### config.mk
export PLATFORM = sky130hd
export DESIGN_NAME = alu_arbiter
export DESIGN_NICKNAME = d
export VERILOG_FILES = /design/src/rtl/alu_pkg.sv /design/src/rtl/alu_arbiter_rr.sv /design/src/rtl/alu_arbiter.sv
export SDC_FILE = /design/constraint.sdc
export NUM_CORES = 1
export LEC_CHECK = 0
export BUFFER_PORTS_ARGS = -buffer_cell sky130_fd_sc_hd__buf_2
export CORE_AREA = 2 2 124 126
export CTS_BUF_LIST = sky130_fd_sc_hd__clkbuf_8
export CTS_CLUSTER_DIAMETER = 60
export DETAILED_ROUTE_END_ITERATION = 10
export DIE_AREA = 0 0 126 128
export MAX_ROUTING_LAYER = met4
export SYNTH_ARGS = -nofsm -noshare
export SYNTH_HDL_FRONTEND = slang
export SYNTH_SLANG_ARGS = --single-unit
export TNS_END_PERCENT = 100
### constraint.sdc
create_clock -name clk -period 2.87 [get_ports clk]
set_input_delay 0.287 -clock clk [delete_from_list [all_inputs] [get_ports clk]]
set_output_delay 0.287 -clock clk [all_outputs]
set_load 0.005 [all_outputs]
### src/rtl/alu_pkg.sv
// ALU funct codes and helpers used by the ALU sharing logic.
package alu_pkg;

    localparam int ALU_WIDTH = 32;

    localparam logic [5:0] OP_ADD = 6'b100000;
    localparam logic [5:0] OP_SUB = 6'b100010;
    localparam logic [5:0] OP_AND = 6'b100100;
    localparam logic [5:0] OP_OR  = 6'b100101;
    localparam logic [5:0] OP_NOR = 6'b100111;
    localparam logic [5:0] OP_SLT = 6'b101010;
    localparam logic [5:0] OP_NOP = 6'b000000;

    function automatic logic is_legal_op(input logic [5:0] op);
        case (op)
            OP_ADD, OP_SUB, OP_AND, OP_OR, OP_NOR, OP_SLT: is_legal_op = 1'b1;
            default:                                       is_legal_op = 1'b0;
        endcase
    endfunction

endpackage

### src/rtl/alu_arbiter_rr.sv
// Round-robin arbiter: search starts one past the last winner, pointer moves only on a grant.
module rr_arbiter #(
    parameter  int NREQ = 2,
    localparam int IDW  = $clog2(NREQ)
) (
    input  logic            clk,
    input  logic            rst_n,
    input  logic [NREQ-1:0] req,
    output logic [NREQ-1:0] grant,
    output logic [IDW-1:0]  grant_id,
    output logic            grant_any
);

    logic [IDW-1:0] last_grant;
    logic [IDW-1:0] idx;
    logic           found;

    always_comb begin
        grant    = '0;
        grant_id = '0;
        found    = 1'b0;
        idx      = '0;
        for (int k = 1; k <= NREQ; k++) begin
            idx = IDW'((int'(last_grant) + k) % NREQ);
            if (!found && req[idx]) begin
                grant[idx] = 1'b1;
                grant_id   = idx;
                found      = 1'b1;
            end
        end
    end

    assign grant_any = found;

    always_ff @(posedge clk or negedge rst_n) begin
        if (!rst_n) begin
            last_grant <= IDW'(NREQ - 1);
        end else if (found) begin
            last_grant <= grant_id;
        end
    end

endmodule

### src/rtl/alu_arbiter.sv
// Shares one registered ALU among NREQ requesters; results return through one-entry buffers.
module alu_arbiter
    import alu_pkg::*;
#(
    parameter int NREQ  = 2,
    parameter int WIDTH = ALU_WIDTH
) (
    input  logic                  clk,
    input  logic                  rst_n,
    input  logic [NREQ-1:0]       req_valid,
    output logic [NREQ-1:0]       req_ready,
    input  logic [NREQ*WIDTH-1:0] req_in1,
    input  logic [NREQ*WIDTH-1:0] req_in2,
    input  logic [NREQ*6-1:0]     req_op,
    output logic [NREQ-1:0]       rsp_valid,
    input  logic [NREQ-1:0]       rsp_ready,
    output logic [NREQ*WIDTH-1:0] rsp_res,
    output logic [NREQ-1:0]       rsp_err,
    output logic [WIDTH-1:0]      alu_in1,
    output logic [WIDTH-1:0]      alu_in2,
    output logic [5:0]            alu_op,
    input  logic [WIDTH-1:0]      alu_res
);

    localparam int IDW = $clog2(NREQ);

    logic [NREQ-1:0]  eligible;
    logic [NREQ-1:0]  grant;
    logic [IDW-1:0]   grant_id;
    logic             grant_any;
    logic             issue;
    logic [WIDTH-1:0] win_in1;
    logic [WIDTH-1:0] win_in2;
    logic [5:0]       win_op;
    logic             win_legal;

    logic             infl_vld_p1;
    logic [IDW-1:0]   infl_id_p1;
    logic             infl_err_p1;

    // A requester with an op in the ALU, or a full unpopped buffer, must wait.
    always_comb begin
        eligible = '0;
        for (int i = 0; i < NREQ; i++) begin
            eligible[i] = req_valid[i]
                        && !(infl_vld_p1 && infl_id_p1 == IDW'(i))
                        && !(rsp_valid[i] && !rsp_ready[i]);
        end
    end

    rr_arbiter #(.NREQ(NREQ)) u_rr (
        .clk       (clk),
        .rst_n     (rst_n),
        .req       (eligible),
        .grant     (grant),
        .grant_id  (grant_id),
        .grant_any (grant_any)
    );

    assign req_ready = grant & {NREQ{rst_n}};
    assign issue     = grant_any & rst_n;

    always_comb begin
        win_in1 = '0;
        win_in2 = '0;
        win_op  = OP_NOP;
        for (int i = 0; i < NREQ; i++) begin
            if (grant_id == IDW'(i)) begin
                win_in1 = req_in1[i*WIDTH +: WIDTH];
                win_in2 = req_in2[i*WIDTH +: WIDTH];
                win_op  = req_op[i*6 +: 6];
            end
        end
    end

    assign win_legal = is_legal_op(win_op);
    assign alu_in1   = (issue && win_legal) ? win_in1 : '0;
    assign alu_in2   = (issue && win_legal) ? win_in2 : '0;
    assign alu_op    = (issue && win_legal) ? win_op  : OP_NOP;

    // p1: op is inside the ALU; its result is on alu_res during the following cycle
    always_ff @(posedge clk or negedge rst_n) begin
        if (!rst_n) begin
            infl_vld_p1 <= 1'b0;
            infl_id_p1  <= '0;
            infl_err_p1 <= 1'b0;
        end else begin
            infl_vld_p1 <= issue;
            infl_id_p1  <= grant_id;
            infl_err_p1 <= !win_legal;
        end
    end

    // p2: capture into the owner's response buffer, or pop it
    always_ff @(posedge clk or negedge rst_n) begin
        if (!rst_n) begin
            rsp_valid <= '0;
            rsp_res   <= '0;
            rsp_err   <= '0;
        end else begin
            for (int i = 0; i < NREQ; i++) begin
                if (infl_vld_p1 && infl_id_p1 == IDW'(i)) begin
                    rsp_valid[i]              <= 1'b1;
                    rsp_res[i*WIDTH +: WIDTH] <= infl_err_p1 ? '0 : alu_res;
                    rsp_err[i]                <= infl_err_p1;
                end else if (rsp_valid[i] && rsp_ready[i]) begin
                    rsp_valid[i] <= 1'b0;
                end
            end
        end
    end

endmodule

; Word-level counts from Yosys, hierarchy flattened
; Index checks and enable logic that the tools add are counted.
[op_classes]
addsub = 2
reduce_logical = 25
bitwise_logic = 4
eq_ne = 6
muxes = 26
n_lt_le_gt_ge = 4
[op_table]
columns = cell, count
row1 = 2-to-1 mux 32 bit, 5
row2 = "equality test 6 bit, second input constant", 6
row3 = 2-to-1 mux 1 bit, 15
row4 = logical AND 1 bit, 14
row5 = 2-to-1 mux 6 bit, 2
row6 = zero test 1 bit, 8
row7 = OR reduction 6 bit, 1
row8 = "< comparator 1 x 2 -> 1 bit, second input constant", 2
row9 = 2-to-1 mux 2 bit, 2
row10 = nonzero test 2 bit, 2
row11 = "adder 1 bit, second input constant", 2
row12 = AND 2 bit, 1
row13 = demux 1 bit (select 1 bit), 2
row14 = "greater-or-equal comparator 1 bit, second input constant", 2
row15 = OR 2 bit, 1
row16 = AND 1 bit, 1
row17 = inverter 1 bit, 1
[word_totals]
elab_cells = 77
register_bits = 72
out_inout_bits = 140

; Logic depth before layout (Yosys ltp)
[logic_depth]
ltp_word = 17
mapped_depth = 7
ltp_nobuf = 4

; Cells and area by module
; A second synthesis with hierarchy kept.
[hier_totals]
cells_unflattened = 462
hier_area_um2 = 4685.7
[by_module_without_submodules]
columns = module, instances, cells_per_inst, area_each_um2
row1 = alu_arbiter, 1, 454, 4618.2
row2 = rr_arbiter, 1, 8, 67.6

; Worst setup path after synthesis
; No wires, ideal clock.
[synth_timing]
path_kind = register to output
start = register infl_id_p1
end = output alu_in2[15]
stages_incl_launch_ff = 8
required_time_ns = 2.583
path_slack_ns = 1.038
arrival_ns = 1.545
n_path_buf = 3
path_cell_list = dfrtp_1 > nand2b_1 > buf_2 > nand4b_1 > buf_2 > buf_2 > nand3_1 > a221oi_1
[synth_between]
elab_chain_len = 17
[synth_lines]
columns = item, line
row1 = from (decl), alu_arbiter.sv:38  ; logic [IDW-1:0] infl_id_p1;
row2 = from (signal assigned), alu_arbiter.sv:89  ; infl_id_p1 <= grant_id;
row3 = inverter 1 bit, alu_arbiter.sv:46  ; && !(infl_vld_p1 && infl_id_p1 == IDW'(i))
row4 = logical AND 1 bit, alu_arbiter.sv:46
row5 = zero test 1 bit, alu_arbiter.sv:46
row6 = logical AND 1 bit, alu_arbiter.sv:46
row7 = logical AND 1 bit, alu_arbiter.sv:47  ; && !(rsp_valid[i] && !rsp_ready[i]);
row8 = 2-to-1 mux 1 bit (not written as such) (2 in series), alu_arbiter_rr.sv:25  ; if (!found && req[idx]) begin
row9 = 2-to-1 mux 1 bit, alu_arbiter_rr.sv:25
row10 = zero test 1 bit, alu_arbiter_rr.sv:25
row11 = logical AND 1 bit, alu_arbiter_rr.sv:25
row12 = 2-to-1 mux 1 bit, alu_arbiter_rr.sv:25
row13 = 2-to-1 mux 6 bit, alu_arbiter.sv:68  ; if (grant_id == IDW'(i)) begin
row14 = equality test 6 bit, alu_pkg.sv:15  ; case (op)
row15 = OR reduction 6 bit, alu_pkg.sv:15
row16 = 2-to-1 mux 1 bit, alu_pkg.sv:15
row17 = logical AND 1 bit, alu_arbiter.sv:78  ; assign alu_in2 = (issue && win_legal) ? win_in2 : '0;
row18 = 2-to-1 mux 32 bit (*), alu_arbiter.sv:78
row19 = to (decl), alu_arbiter.sv:20  ; output logic [WIDTH-1:0] alu_in2,
; Every way passes the cells marked *; elsewhere a longest branch is shown, timed or not. The select of a mux whose other input is x is not followed.

; Final worst setup path
[layout_timing]
start = register rsp_valid[0]
end = output alu_in1[16]
[layout_between]
elab_chain_len = 15
[layout_lines]
columns = item, line
row1 = from (decl), alu_arbiter.sv:15  ; output logic [NREQ-1:0] rsp_valid,
row2 = from (signal assigned), alu_arbiter.sv:97  ; rsp_valid <= '0;
row3 = "from (signal, indexed assignment)", alu_arbiter.sv:103  ; rsp_valid[i] <= 1'b1;
row4 = "from (signal, indexed assignment)", alu_arbiter.sv:107  ; rsp_valid[i] <= 1'b0;
row5 = logical AND 1 bit (*), alu_arbiter.sv:47
row6 = zero test 1 bit (*), alu_arbiter.sv:47
row7 = logical AND 1 bit (*), alu_arbiter.sv:47
row8 = 2-to-1 mux 1 bit (not written as such) (2 in series), alu_arbiter_rr.sv:25
row9 = 2-to-1 mux 1 bit, alu_arbiter_rr.sv:25
row10 = zero test 1 bit, alu_arbiter_rr.sv:25
row11 = logical AND 1 bit, alu_arbiter_rr.sv:25
row12 = 2-to-1 mux 1 bit, alu_arbiter_rr.sv:25
row13 = 2-to-1 mux 6 bit, alu_arbiter.sv:68
row14 = equality test 6 bit, alu_pkg.sv:15
row15 = OR reduction 6 bit, alu_pkg.sv:15
row16 = 2-to-1 mux 1 bit, alu_pkg.sv:15
row17 = logical AND 1 bit, alu_arbiter.sv:77  ; assign alu_in1 = (issue && win_legal) ? win_in1 : '0;
row18 = 2-to-1 mux 32 bit (*), alu_arbiter.sv:77
row19 = to (decl), alu_arbiter.sv:19  ; output logic [WIDTH-1:0] alu_in1,
; Marked as above.

==> metrics.md <==
| Metric | Value |
|---|---|
| Largest net degree at the start of global routing | `73` |
| Crit path cell chain | `nor2b_1, and3b_1, o2111ai_4, buf_4, a221oi_1, buf_2` |
| Die W | `126 um` |
| Ys Warns | `0` |
| Synth area leader | `dfrtp_1` |
| Internal power | `1.940 mW` |
| Fill cells | `1522` |
| Vias in the first global route | `5043` |
| Kind of critical path | `reg -> out` |
| Hold Violations, Final | `0` |
| Maximum clock path buffer count | `2` |
| Cts bufs inserted | `9` |
| HP Class | `in -> reg` |
| Final setup viols | `0` |
| Peak supply drop | `0.2242 mV` |
| Avg WL per Cell | `17.58 um` |
| Total track usage | `0.2117` |
| Net Count, Synth | `722` |
| Status | `finished clean` |
| Delay-heaviest family, CP | `compound AO/OA/AOI/OAI gates` |
| Buf/Inv on CP | `2` |
| DP Wirelength | `13180 um` |
| Starting Density | `0.2989` |
| CP max FO | `14` |
| GRT overflow | `0` |
| Mapped Avg Cell Area | `8.167 um2` |
| Root Buffer Master | `clkbuf_8` |
| Port buffer count | `316` |
| Synth top cells by count | `130 x o21ai_0, 71 x dfrtp_1, 70 x nand3_1, 67 x nand2_1, 58 x a221oi_1` |
| Switching power total | `0.9833 mW` |
| Die H | `128 um` |
| Setup TNS Final | `0 ns` |
| Area grow syn2layout | `44.55%` |
| Unique masters post-synth | `32` |
| #FFs+latches synth | `72` |
| Logic pwr share | `0.315` |
| PostCTS Resize Cnt | `0` |
| Total of max-cap violations | `0` |
| CP endpoint kind | `primary output` |
| Initial DRT Pass Iterations | `5` |
| GP Congestion | `0.8085` |
| Post-Syn Instances | `544` |
| CTS tree | `built` |
| RSZ-0062 raised after global routing | `false` |
| CTS clk-pin slew, worst paths | `0.07 ns` |
| Critical path required time | `2.58 ns` |
| H-tree depth | `3` |
| CP Launch Type | `register` |
| Slew HR | `0.3836` |
| Lkg Pwr | `3.159 nW` |
| Vias after detailed routing | `5378` |
| Worst skew pair latency | `0.33 ns` |
| Top cell type's share of synthesized area | `0.3999` |
| Clk_skew | `0.005178 ns` |
| Largest stage delay on the critical path | `0.43 ns` |
| Fin crit share | `0.9253` |
| Drt total wl | `17900 um` |
| Clk sinks | `72` |
| Clk pwr share | `0.271` |
| Number of primary I/O pins | `318` |
| Top cells by area, synth | `dfrtp_1 40%, o21ai_0 15%, a221oi_1 11%` |
| Layout Nets | `1000` |
| Post-route minimum period | `2.655 ns` |
| Die area | `0.01613 mm2` |
| Worst hold margin | `0.1498 ns` |
| Total power | `2.924 mW` |
| Site Rows | `45` |
| Worst Tran Pin Value | `0.9247 ns` |
| Async set or reset register ratio after synthesis | `1.000` |
| Achievable Freq | `376.6 MHz` |
| Main flop type after synthesis | `dfrtp_1` |
| DRC violations left | `0` |
| Sequential share of power | `0.414` |
| Most common cell in the netlist | `o21ai_0` |
| Post-route ant nets | `0` |
| Post-CTS setup buffer count | `0` |
| Drt first-iter violations | `305` |
| Mapped cell area | `0.004443 mm2` |
| Slowest-stage cell, CP | `a221oi_1` |
| Antenna violations before repair | `5` |
| First-pass GRT wire length | `26540 um` |
| # hold bufs at CTS | `0` |
| Arrival @ worst endpoint | `2.37 ns` |
| Core footprint | `0.01486 mm2` |
| Layout cell share with drive strength beyond 1 | `0.4533` |
| Pwr Density | `455.2 mW/mm2` |
| Seq/Total Area, Yosys | `0.4058` |
| Max-slew violations | `0` |
| Vias/cell | `5.283` |
| Switching share of power | `0.3363` |
| EDFF count, synth | `0` |
metal layers:
| metal | share of wire | vias to the layer above | track usage |
|---|---|---|---|
| met4 | 0.029 | 0 | 0.08791 |
| met3 | 0.072 | 38 | 0.03214 |
| met5 | 0 | - | - |
| li1 | - | 2568 | - |
| met1 | 0.41 | 2478 | 0.2621 |
| met2 | 0.49 | 294 | 0.3472 |
state kept, by name, summed over array words and instances (netlist names):
signal           flops
rsp_valid            2
rsp_res             64
infl_err_p1          1
u_rr.last_grant      1
rsp_err              2
infl_id_p1           1
infl_vld_p1          1
kinds of logic after synthesis:
kind of cell	after synthesis	share of synthesized area
muxes	3	0.007603
and+or+nand+nor	189	0.2092
AOI/OAI and AO/OA	207	0.3103
DFF	72	0.4058
other	1	0.0008440
buffers and inverters	72	0.06618
power groups by stage:
stage               combinational, mW  sequential [mW]  clock [mW]
floorplan                       0.472             1.23           0
global placement                0.925             1.23           0
detailed placement              0.920             1.23           0
CTS                             0.923             1.21       0.829
global route                     1.02             1.23       0.872
finish                          0.920             1.21       0.793
path summary, 6_finish.rpt:
kind	from	to	slack (ns)	cells past startpoint
worst max-delay path	rsp_valid[0]	alu_in1[16]	0.21	6
worst min-delay path	rsp_ready[0]	rsp_valid[0]	0.15	2
worst max register to register	rsp_valid[0]	infl_err_p1	1.20	5
worst min register to register	rsp_res[11]	rsp_res[11]	0.47	2
max in group asynchronous	rst_n	rsp_res[27]	2.08	2
min in group asynchronous	rst_n	rsp_res[10]	0.19	2
placed cells by master, fill, tap and decap left out, types with 2 or more instances in the layout:
cell type | Yosys | layout
buf_2 | 10 | 315
o21ai_0 | 130 | 130
dfrtp_1 | 71 | 71
nand3_1 | 70 | 68
nand2_1 | 67 | 66
a221oi_1 | 58 | 58
nand2b_1 | 35 | 34
buf_4 | 1 | 17
clkbuf_8 | 0 | 11
a221oi_2 | 10 | 10
diode_2 | 0 | 5
nor2b_1 | 4 | 4
nor2_1 | 4 | 4
buf_12 | 0 | 4
mux2_2 | 3 | 3
o21ai_1 | 3 | 3
nand3_2 | 0 | 2
a21oi_1 | 2 | 2
nand4b_1 | 2 | 2
nor3_1 | 2 | 2
stage by stage:
stage	instances	cell area (um2)	utilization	setup slack [ns]
2_1_floorplan	544	4443	-	1.038
4_1_cts	1013	6406	0.4310	0.1488
5_1_grt	1018	6422	0.4321	0.08137
3_3_place_gp	999	6212	0.4179	0.4745
3_5_place_dp	999	6212	0.4179	0.4853
6_report	1018	6422	0.4321	0.2145
area by class of cell:
type / instances / area, um2 / area share
clock buffers: 11 / 151.4 / 0.02357
flip-flops and latches: 72 / 1803 / 0.2807
well taps: 188 / 235.2 / 0.03663
inverters: 2 / 7.507 / 0.001169
diodes: 5 / 12.51 / 0.001948
multi-input cells: 400 / 2375 / 0.3698
clock inverters: 3 / 42.54 / 0.006624
repair buffers: 337 / 1795 / 0.2796
Power figures use the tool's default switching activity.
